==> config.mk <==
export PLATFORM = sky130hd
export DESIGN_NAME = ps2_scancode_rx
export DESIGN_NICKNAME = d
export VERILOG_FILES = /design/src/rtl/ps2_scancode_rx.sv
export SDC_FILE = /design/constraint.sdc
export NUM_CORES = 1
export LEC_CHECK = 0
export ABC_CLOCK_PERIOD_IN_PS = 2500
export CELL_PAD_IN_SITES_DETAIL_PLACEMENT = 1
export CELL_PAD_IN_SITES_GLOBAL_PLACEMENT = 1
export CORE_MARGIN = 4
export CORE_UTILIZATION = 50
export DETAILED_ROUTE_END_ITERATION = 16
export DONT_BUFFER_PORTS = 1
export GPL_TIMING_DRIVEN = 1
export PLACE_DENSITY = 0.79
export SLEW_MARGIN = 20
export SYNTH_ARGS = -nofsm -noshare
export SYNTH_HDL_FRONTEND = slang
export SYNTH_SLANG_ARGS = --single-unit
==> constraint.sdc <==
create_clock -name clk -period 2.5 [get_ports clk]
set_input_delay 0.25 -clock clk [delete_from_list [all_inputs] [get_ports clk]]
set_output_delay 0.25 -clock clk [all_outputs]
set_load 0.005 [all_outputs]
==> src/rtl/ps2_scancode_rx.sv <==
// PS/2 keyboard receiver: synchronizes and debounces kbclck/kbdata, validates
// 11-bit frames and folds the E0/F0 prefixes into one key event per keystroke.
module ps2_scancode_rx #(
  parameter int FILTER_LEN  = 8,
  parameter int TIMEOUT_CYC = 100000
) (
  input  logic       clk,
  input  logic       reset,
  input  logic       kbclck,
  input  logic       kbdata,
  input  logic       en,
  output logic [7:0] rx_byte,
  output logic       rx_valid,
  output logic [7:0] key_code,
  output logic       key_valid,
  output logic       key_break,
  output logic       key_ext,
  output logic       frame_err,
  output logic       busy
);

  localparam int FW = $clog2(FILTER_LEN + 1);
  localparam int TW = $clog2(TIMEOUT_CYC + 1);

  typedef enum logic [1:0] {IDLE, SHIFT, CHECK} state_t;

  state_t          state;
  logic [1:0]      clk_sync, dat_sync;
  logic [1:0]      raw, filt;
  logic [FW-1:0]   fcnt [2];
  logic            clk_filt_d;
  logic            fall, dat;
  logic [3:0]      bit_cnt;
  logic [7:0]      shift;
  logic            par_bit;
  logic            break_pend, ext_pend;
  logic [TW-1:0]   tcnt;

  // Index 0 is the PS/2 clock, index 1 is the PS/2 data line.
  assign raw  = {dat_sync[1], clk_sync[1]};
  assign dat  = filt[1];
  assign fall = clk_filt_d & ~filt[0];

  // NOTE: synchronizer and filter reset to 1 so an idle bus does not look like
  // a falling edge right after reset is released.
  always_ff @(posedge clk or negedge reset) begin
    if (!reset) begin
      clk_sync   <= 2'b11;
      dat_sync   <= 2'b11;
      filt       <= 2'b11;
      fcnt[0]    <= '0;
      fcnt[1]    <= '0;
      clk_filt_d <= 1'b1;
    end else begin
      clk_sync   <= {clk_sync[0], kbclck};
      dat_sync   <= {dat_sync[0], kbdata};
      clk_filt_d <= filt[0];
      for (int i = 0; i < 2; i++) begin
        if (raw[i] == filt[i]) begin
          fcnt[i] <= '0;
        end else if (fcnt[i] == FW'(FILTER_LEN - 1)) begin
          filt[i] <= raw[i];
          fcnt[i] <= '0;
        end else begin
          fcnt[i] <= fcnt[i] + 1'b1;
        end
      end
    end
  end

  // NOTE: every state register here uses <= so all updates in a cycle see the
  // same pre-edge values regardless of statement order.
  always_ff @(posedge clk or negedge reset) begin
    if (!reset) begin
      state      <= IDLE;
      bit_cnt    <= '0;
      shift      <= '0;
      par_bit    <= 1'b0;
      tcnt       <= '0;
      break_pend <= 1'b0;
      ext_pend   <= 1'b0;
      rx_byte    <= '0;
      rx_valid   <= 1'b0;
      key_code   <= '0;
      key_valid  <= 1'b0;
      key_break  <= 1'b0;
      key_ext    <= 1'b0;
      frame_err  <= 1'b0;
      busy       <= 1'b0;
    end else begin
      rx_valid  <= 1'b0;
      key_valid <= 1'b0;
      frame_err <= 1'b0;
      case (state)
        IDLE: begin
          tcnt <= '0;
          if (fall && en && !dat) begin
            state   <= SHIFT;
            bit_cnt <= '0;
            busy    <= 1'b1;
          end
        end
        SHIFT: begin
          if (fall) begin
            tcnt    <= '0;
            bit_cnt <= bit_cnt + 1'b1;
            if (bit_cnt < 4'd8) begin
              shift <= {dat, shift[7:1]};
            end else if (bit_cnt == 4'd8) begin
              par_bit <= dat;
            end else begin
              // Stop edge: judge the frame now so the pulses line up with CHECK.
              state <= CHECK;
              if ((^{shift, par_bit}) && dat) begin
                rx_byte  <= shift;
                rx_valid <= 1'b1;
                if (shift == 8'hF0) begin
                  break_pend <= 1'b1;
                end else if (shift == 8'hE0) begin
                  ext_pend <= 1'b1;
                end else begin
                  key_valid  <= 1'b1;
                  key_code   <= shift;
                  key_break  <= break_pend;
                  key_ext    <= ext_pend;
                  break_pend <= 1'b0;
                  ext_pend   <= 1'b0;
                end
              end else begin
                frame_err <= 1'b1;
              end
            end
          end else if (tcnt == TW'(TIMEOUT_CYC - 1)) begin
            state     <= IDLE;
            busy      <= 1'b0;
            frame_err <= 1'b1;
            tcnt      <= '0;
          end else begin
            tcnt <= tcnt + 1'b1;
          end
        end
        CHECK: begin
          state <= IDLE;
          busy  <= 1'b0;
        end
        default: begin
          state <= IDLE;
          busy  <= 1'b0;
        end
      endcase
    end
  end

endmodule

After elaboration in Yosys (flattened, before gate mapping)
Cells that the tools add are included.
W data, S select, Z words.

word-level totals
  bits in registers = 71
  input bits = 5
  output and inout port bits = 22
  word-level logic and storage cells = 111

cells by class
  add/sub/neg operators = 4
  order comparisons = 1
  eq/ne operators = 17
  multiplexer cells = 41
  bitwise logic cells = 8
  reduce and logical (&&, ||, !) cells = 18

operators by type and width
  cell                     count
  $mux W17                 2
  $pmux W17 S2             1
  $mux W1                  24
  $mux W4                  6
  $add A17 B1 Y17 const B  1
  $eq A17 B17 Y1 const B   1
  $eq A8 B8 Y1 const B     2
  $add A4 B1 Y4 const B    3
  $reduce_and A6 Y1        2
  $mux W2                  5
  $ne A2 B2 Y1 const B     5
  $ne A3 B3 Y1 const B     3
  $reduce_and A3 Y1        3
  $reduce_xor A9 Y1        1
  $eq A4 B3 Y1 const B     2
  $pmux W4 S2              1
  $reduce_and A4 Y1        2
  $not A1 Y1               7
  $reduce_and A7 Y1        1
  $reduce_and A5 Y1        1
  $eq A4 B4 Y1 const B     1
  $lt A4 B4 Y1 const B     1
  $pmux W2 S2              1
  $reduce_and A2 Y1        2
  8 further kinds          11

Longest topological paths before layout
Gate-level depths: netlist of the first run.

  depth after elaboration = 8
  depth in mapped cells = 7
  gate-level depth less buffers = 7

Worst setup path after synthesis of the first run
Ideal clock, no wire load.

  path type = register to register
  from = reg shift[2]
  to = reg rx_byte[1]
  setup time = 125 ps
  data arrival time = 1891 ps
  required time = 2375 ps
  setup slack = 484 ps
  cell stages (with the launch flop) = 7
  buffers on the path = 1
  period minus slack after synthesis = 2016 ps
  path through = dfrtp_1 xor2_1 xnor3_2 xnor2_1 nor2_1 buf_6 mux2_4

between the ends
  cells in the longest elaborated chain, start to end = 3

ends and longest elaborated chain
  element                             line  text
  start, declared                     34    logic [7:0] shift;
  start signal, assigned              108   shift <= {dat, shift[7:1]};
  $reduce_xor A9 Y1                   114   if ((^{shift, par_bit}) && dat) begin
  $logic_and A1 B1 Y1                 114
  $reduce_and A5 Y1 (no source line)  n/a
  end signal, assigned                115   rx_byte <= shift;
  end, declared                       12    output logic [7:0] rx_byte,

No other way between the ends.
A chain may end at the register's enable or synchronous reset.

Final worst setup path of the first run
  from = reg shift[6]
  to = reg key_break

between the ends
  cells in the longest elaborated chain, start to end = 3
  elaborated cells between the ends (all ways) = 7
  those cells by class = 2 x eq/ne; 2 x bitwise; 3 x reduce/logical

ends and longest elaborated chain
  element                                                             line  text
  $eq A8 B8 Y1, or another cell as far along                          119   end else if (shift == 8'hE0) begin
  $not A1 Y1 (no source line) or $logic_and A1 B1 Y1 (tied branches)  n/a
  $reduce_and A7 Y1 (no source line) *                                n/a
  end signal, assigned                                                124   key_break <= break_pend;
  end, declared                                                       16    output logic key_break,

Mark *: on every way between the ends. The rest lies on a longest branch, timed or not.

==> metrics.md, run 1 <==
| Metric | Value |
|---|---|
| Outcome | complete, no violations |
| First-pass iteration count of the detailed router | 4 |
| Layout cell share with drive strength beyond 1 | 16.9% |
| Clock Skews | roughly 0.01 ns |
| Root Buffer | clkbuf_8 |
| Clock tree from TritonCTS | done |
| Min-Delay Path Class | input pin to flop |
| Avg Cell Area, Syn | approximately 11 µm² |
| Core Util, Final | 59.6% |
| Nets | 306 |
| CP Max Fanout | 10 |
| Worst path depth | 5 |
| Top FF cell, synth | dfrtp_1 |
| Clk sinks | between 70 and 80 |
| Via Count | ~2,200 |
| Ant. Diodes | 0 |
| Post-DRT Antenna Nets | 0 |
| Maximum VDD drop | roughly 0.00045 V |
| Yosys cell types | between 40 and 50 |
| Pwr Density | approximately 840 nW/µm² |
| I/O Buffers | 0 |
| Skew-Pair Late Insertion Delay | 0.35 ns |
| Fill count | 630 |
| Routed wl met3 | around 300 µm |
| H-tree depth | 3 |
| Max Cap Viol | 0 |
| Uppermost layer routed | met4 |
| Final WL | between 6000 and 7000 µm |
| Number of synthesized flops with an enable pin | 0 |
| Slowest CP cell | dfrtp_1 |
| # rows | 28 |
| Clock transition at path regs | 0.08 ns |
| Period utilisation layout | around nine tenths |
| Net Count, Synth | about 290 |
| Met2 WL | around 3400 µm |
| Synth warn | 0 |
| Dpl hpwl | roughly 4700 µm |
| Pin count of the biggest net entering global routing | 72 |
| Global placer's final weighted congestion | 0.788 |
| Cell taking the most area after synthesis | dfrtp_1 |
| Post-CTS Setup Inserts | 0 |
| CP top delay family | XOR/XNOR gates |
| Worst r2r path cells | 5 |
| Chip Height | around 88 µm |
| Final Slew Violations | 0 |
| Post-synthesis register bit count | between 70 and 80 |
| Die Wd | between 80 and 90 µm |
| Initial DRC count | around 140 |
| Ys async rst share | between 90% and 100% |
| Critical Path RT | roughly 2.7 ns |
| Final Critical Period | about 2.2 ns |
| Worst Path Arrival | 2.46 ns |
| Synth Cell Area | approximately 3200 µm² |
| Worst hold path cell count | 2 |
| Slew @ Worst Pin | around 0.91 ns |
| R2R setup slack | roughly 0.26 ns |
| GR Util All Layers | 20.9% |
| Final Hold Viols | 0 |
| Core area | 6060 µm² |
| Setup TNS | 0 ns |
| RR Startpoint | shift[6] |
| R2r endpoint | key_break |
| Share of the synthesized area in the top cell type | 49.9% |
| # setup viols final | 0 |
| WL met1 | approximately 3100 µm |
| Clk buf depth | 2 |
| Worst path max stage delay | roughly 0.47 ns |
| FMAX | between 400 and 500 MHz |
| Area growth syn-to-layout | 12.4% |
| Cells after synthesis | between 200 and 300 |
| Initial antenna violation count | 0 |
| Hold EP | busy |
| I/O pins | 27 |
| Drt drc | 0 |
| Crit-path cells | xnor2_1 -> xnor3_2 -> xor2_1 -> nand2_2 -> mux2_1 |
| Vias in the first global route | around 2,500 |
| DIE AREA | 7770 µm² |
| Synth top area cells | dfrtp_1 (50%), dfstp_2 (5.7%), o21ai_1 (3.4%), mux2_1 (3.2%), mux2_2 (3.2%) |
| Startpoint Class | flop |
| Initial Util | approximately 53% |
| RSZ-0062 raised after global routing | false |
| GRT overflow | 0 |
| LEAKAGE | 0.00161 µW |
| Slew headroom | slightly below 40% |
| Vias/cell | 5.84 |
| CTS Buf Count | 9 |
| First-pass GRT wire length | ~12,000 µm |
| Post-synthesis sequential area ratio | a little under three fifths |
| CP Capture Type | flop |
| CP Buf/Inv Count | 0 |
| Beginning of the worst hold path | en |
| Critical path class | flop to flop |
| Routed WL per cell | ~18 µm |
[metal layers]
metal | up-vias | GRT usage [%]
met5 | - | 0
met4 | 0 | 8.24
met3 | 11 | 5.46
met2 | 37 | 32.6
met1 | 1113 | 27.9
li1 | 1034 | -
[repair_timing]
| item | in CTS | in global routing |
|---|---|---|
| hold buffers | 4 | 0 |
| endpoints found under the hold margin | 73 | 0 |
| gates resized for setup | 0 | 0 |
[worst max path at each step]
stage	start	end	slack, ns
after floorplan	shift[2]	rx_byte[1]	0.48
after CTS	shift[6]	key_break	0.23
after detailed placement	shift[5]	rx_byte[7]	0.29
final	shift[6]	key_break	0.26
after global placement	tcnt[0]	tcnt[13]	0.40
after global routing	shift[6]	key_break	0.15
[cell usage in the layout, fill, tap and decap left out, types with 10 or more instances in the layout]
| cell | netlist | layout |
|---|---|---|
| dfrtp_1 | 64 | 64 |
| o21ai_1 | 22 | 22 |
| nand2_1 | 17 | 17 |
| nor2_1 | 16 | 16 |
| nor3_1 | 16 | 16 |
| nand3_1 | 13 | 13 |
| inv_1 | 10 | 10 |
| a22o_1 | 10 | 10 |
[report_power, final]
group	internal [µW]	switching, µW
logic	231	330
clock network	575	468
registers	1290	135
total	2100	932
[state kept, by name (all words and copies together), names as in the netlist]
register and cells:
tcnt 17, fcnt 8, key_code 8, rx_byte 8
shift 8, bit_cnt 4, clk_sync 2, dat_sync 2
filt 2, state 2, break_pend 1, busy 1
clk_filt_d 1, ext_pend 1, frame_err 1, key_break 1
key_ext 1, key_valid 1, par_bit 1, rx_valid 1
[cell families after synthesis]
kind of cell,synth area share (%)
simple gates,16.6
mux,10.1
compound gates,8.88
buf+inv,2.34
xor+xnor,4.56
flops,55.6
fa+ha+maj,1.95
[metrics by stage]
stage | cell area [µm²] | total power [µW] | worst slack [ns] | hold WS, ns | instances
floorplan | 3210 | 1820 | 0.484 | -0.0456 | 281
CTS | 3610 | 3060 | 0.229 | 0.0731 | 376
global placement | 3320 | 1940 | 0.402 | -0.0437 | 356
detailed placement | 3320 | 1980 | 0.295 | -0.0434 | 356
finish | 3610 | 3030 | 0.265 | 0.0899 | 376
global route | 3610 | 3230 | 0.146 | 0.101 | 376
[cells in the mapped netlist, drive strengths merged, types with 5 or more instances]
| library cell | number |
|---|---|
| clkbuf | 5 |
| ha | 5 |
| nor2 | 16 |
| o21ai | 23 |
| nand2 | 18 |
| xor2 | 5 |
| inv | 11 |
| xnor2 | 9 |
| nor3 | 16 |
| mux2 | 24 |
| a21oi | 9 |
| dfrtp | 64 |
| a22o | 10 |
| nand3 | 13 |
| dfstp | 7 |
[final cells by class]
class / count / area, µm² / area share (%)
repair buffers: 11 / 110 / 3.05
flip-flops and latches: 71 / 1790 / 49.4
inverters: 11 / 41.3 / 1.14
well taps: 75 / 93.8 / 2.60
clock buffers: 9 / 124 / 3.43
multi-input cells: 192 / 1350 / 37.4
clock inverters: 7 / 105 / 2.91
Power figures use the tool's default switching activity.
==> inputs of run 2 (changes only) <==
--- a/config.mk
+++ b/config.mk
@@ -9,11 +9,12 @@
 export CELL_PAD_IN_SITES_DETAIL_PLACEMENT = 1
 export CELL_PAD_IN_SITES_GLOBAL_PLACEMENT = 1
 export CORE_MARGIN = 4
-export CORE_UTILIZATION = 50
+export CORE_UTILIZATION = 40
+export CTS_BUF_LIST = sky130_fd_sc_hd__clkbuf_8
 export DETAILED_ROUTE_END_ITERATION = 16
 export DONT_BUFFER_PORTS = 1
 export GPL_TIMING_DRIVEN = 1
-export PLACE_DENSITY = 0.79
+export PLACE_DENSITY = 0.66
 export SLEW_MARGIN = 20
 export SYNTH_ARGS = -nofsm -noshare
 export SYNTH_HDL_FRONTEND = slang
==> run 2 against run 1 <==
  * Total power shrank 3.8%
  * Clock skew shrank 0.0019 ns
  * Largest power group unchanged
  * Die area grew 23%
  * Sequential cell count is the same
  * Critical path type unchanged
  * Final cell count grew 8.0%
  * Hold slack gained 0.0048 ns
  * Worst setup slack gained 0.036 ns
==> metrics.md, run 2 (synthesized netlist as in run 1, its figures left out) <==
| Metric | Value |
|---|---|
| Vias/cell | 5.39 (-7.7%) |
| Initial antenna violation count | 0 (unchanged) |
| GRT overflow | 0 (unchanged) |
| Total power | 2910 µW (-3.8%) |
| LEAKAGE | 0.00162 µW (+0.69%) |
| PnR worst setup slack | 0.301 ns (+0.0363 ns) |
| Period utilisation layout | 88.0% (-1.5 points) |
| Initial DRC count | 40 (-72%) |
| GR Util All Layers | 15.5% (-5.4 points) |
| Vias in the first global route | 2,338 (-5.4%) |
| Routed WL per cell | 17.0 µm (-7.0%) |
| H-tree depth | 3 (unchanged) |
| Maximum VDD drop | 0.000320 V (-29%) |
| Clk buf depth | 2 (unchanged) |
| CTS Buf Count | 9 (unchanged) |
| Pin count of the biggest net entering global routing | 72 (unchanged) |
| Max reg flops | 17 (unchanged) |
| Chip Height | 97.6 µm (+11%) |
| Final WL | 6920 µm (+0.44%) |
| First-pass iteration count of the detailed router | 4 (unchanged) |
| Initial Util | 41.3% (-12 points) |
| FMAX | 455 MHz (+1.7%) |
| Startpoint Class | flop |
| Hold EP | busy |
| Critical path class | flop to flop |
| DIE AREA | 9530 µm² (+23%) |
| Worst hold margin | 0.0947 ns (+0.00476 ns) |
| Final Hold Viols | 0 (unchanged) |
| Core area | 7770 µm² (+28%) |
| RR Startpoint | tcnt[1] |
| Post-DRT Antenna Nets | 0 (unchanged) |
| I/O Buffers | 0 (unchanged) |
| Most common cell after layout, fill and taps aside | dfrtp_1 |
| Worst slack, placed | 0.289 ns (-0.00607 ns) |
| Resized cells post-CTS | 0 (unchanged) |
| Worst path max stage delay | 0.43 ns (-0.04 ns) |
| Setup TNS | 0 ns (unchanged) |
| Worst r2r path cells | 7 (+2) |
| CP Buf/Inv Count | 1 (+1) |
| R2r endpoint | tcnt[7] |
| Skew-Pair Late Insertion Delay | 0.34 ns (about the same) |
| Post-CTS Setup Inserts | 0 (unchanged) |
| Area growth syn-to-layout | 13.2% |
| Dpl cells | 386 (+8.4%) |
| Top cell by count, worst path | or2_1 |
| Beginning of the worst hold path | en |
| Max Cap Viol | 0 (unchanged) |
| Crit-path cells | ha_1 -> nand4bb_1 -> nor4_1 -> buf_4 -> or2_1 -> or2_1 -> mux2i_1 |
| Slew @ Worst Pin | 0.509 ns (-0.403 ns) |
| Root Buffer | clkbuf_8 |
| Min-Delay Path Class | input pin to flop |
| CP Max Fanout | 11 (+1) |
| Final Critical Period | 2.20 ns (-0.0363 ns) |
| Critical Path RT | 2.73 ns (about the same) |
| Via Count | 2,187 (-0.36%) |
| Slowest CP cell | nor4_1 |
| CP Capture Type | flop |
| Outcome | complete, no violations |
| Clock Skews | 0.00819 ns (-0.00192 ns) |
| Layout cell share with drive strength beyond 1 | 17.4% (+0.49 points) |
| Clock tree from TritonCTS | done |
| Slew headroom | 65.8% (+27 points) |
| # rows | 32 (+14%) |
| Worst hold path cell count | 2 (unchanged) |
| Global placer's final weighted congestion | 0.730 (-7.3%) |
| Dpl hpwl | 4700 µm (+1.0%) |
| Clk sinks | 71 (unchanged) |
| Non-filler cells, final | 406 (+8.0%) |
| Most frequent cells in the layout | dfrtp_1 (64), o21ai_1 (22), nand2_1 (17) |
| RSZ-0062 raised after global routing | false |
| Final Slew Violations | 0 (unchanged) |
| # setup viols final | 0 (unchanged) |
| I/O pins | 27 (unchanged) |
| Clock transition at path regs | 0.08 ns (about the same) |
| R2R setup slack | 0.30 ns (+0.04 ns) |
| Pwr Density | 801 nW/µm² (-4.5%) |
| Drt drc | 0 (unchanged) |
| Worst Path Arrival | 2.43 ns (-0.03 ns) |
| CP top delay family | simple AND/OR/NAND/NOR gates |
| Ant. Diodes | 0 (unchanged) |
| Die Wd | 97.6 µm (+11%) |
| Largest Register | tcnt |
| Nets | 309 (+0.98%) |
| First-pass GRT wire length | 11,900 µm (-3.8%) |
[run 2: cell type report]
| cell class | count | area (µm²) |
|---|---|---|
| clock buffers | 10 | 138 |
| clock inverters | 6 | 61.3 |
| fillers | 847 | 4130 |
| inverters | 11 | 41.3 |
| multi-input cells | 192 | 1350 |
| flip-flops and latches | 71 | 1790 |
| well taps | 102 | 128 |
| repair buffers | 14 | 133 |
[run 2: what timing repair did]
action / 4_1_cts / 5_1_grt
hold endpoints to repair: 73 / 0
hold buffers: 4 / 0
endpoints found under the setup margin: 0 / 0
[run 2: metal layers]
layer | track usage (%) | up-vias | part of all wire [%]
met4 | 7.03 | 0 | 1.8
met3 | 3.80 | 8 | 4.5
met5 | 0 | - | 0
met1 | 20.0 | 1105 | 46
li1 | - | 1038 | -
met2 | 24.6 | 36 | 48
[run 2: worst max path at each step]
stage / from / to / cells past startpoint
after floorplan: shift[2] / rx_byte[1] / 6
after global placement: shift[6] / rx_byte[7] / 6
after detailed placement: shift[6] / rx_byte[7] / 6
after CTS: shift[6] / key_code[4] / 5
after global routing: tcnt[1] / tcnt[7] / 7
final: tcnt[1] / tcnt[7] / 7
[run 2: per-stage QoR]
step | utilization, % | area [µm²]
global placement | 43.5 | 3380
finish | 46.8 | 3640
global route | 46.8 | 3640
detailed placement | 43.5 | 3380
CTS | 46.8 | 3640
floorplan | - | 3210
[run 2: report_power, final]
part	internal [µW]	switching (µW)	leakage (µW)
clock network	485	432	0.000107
registers	1290	134	0.000948
logic	249	324	0.000569
total	2020	891	0.00162
[run 2: worst register-to-register path: cells and delay by family, from the launching register on]
| family | cells | cell delay, ns |
|---|---|---|
| AND/OR/NAND/NOR | 4 | 1.14 |
| flip-flops | 1 | 0.39 |
| adder cells (fa/ha/maj) | 1 | 0.25 |
| buffers and inverters | 1 | 0.24 |
| multiplexers | 1 | 0.06 |
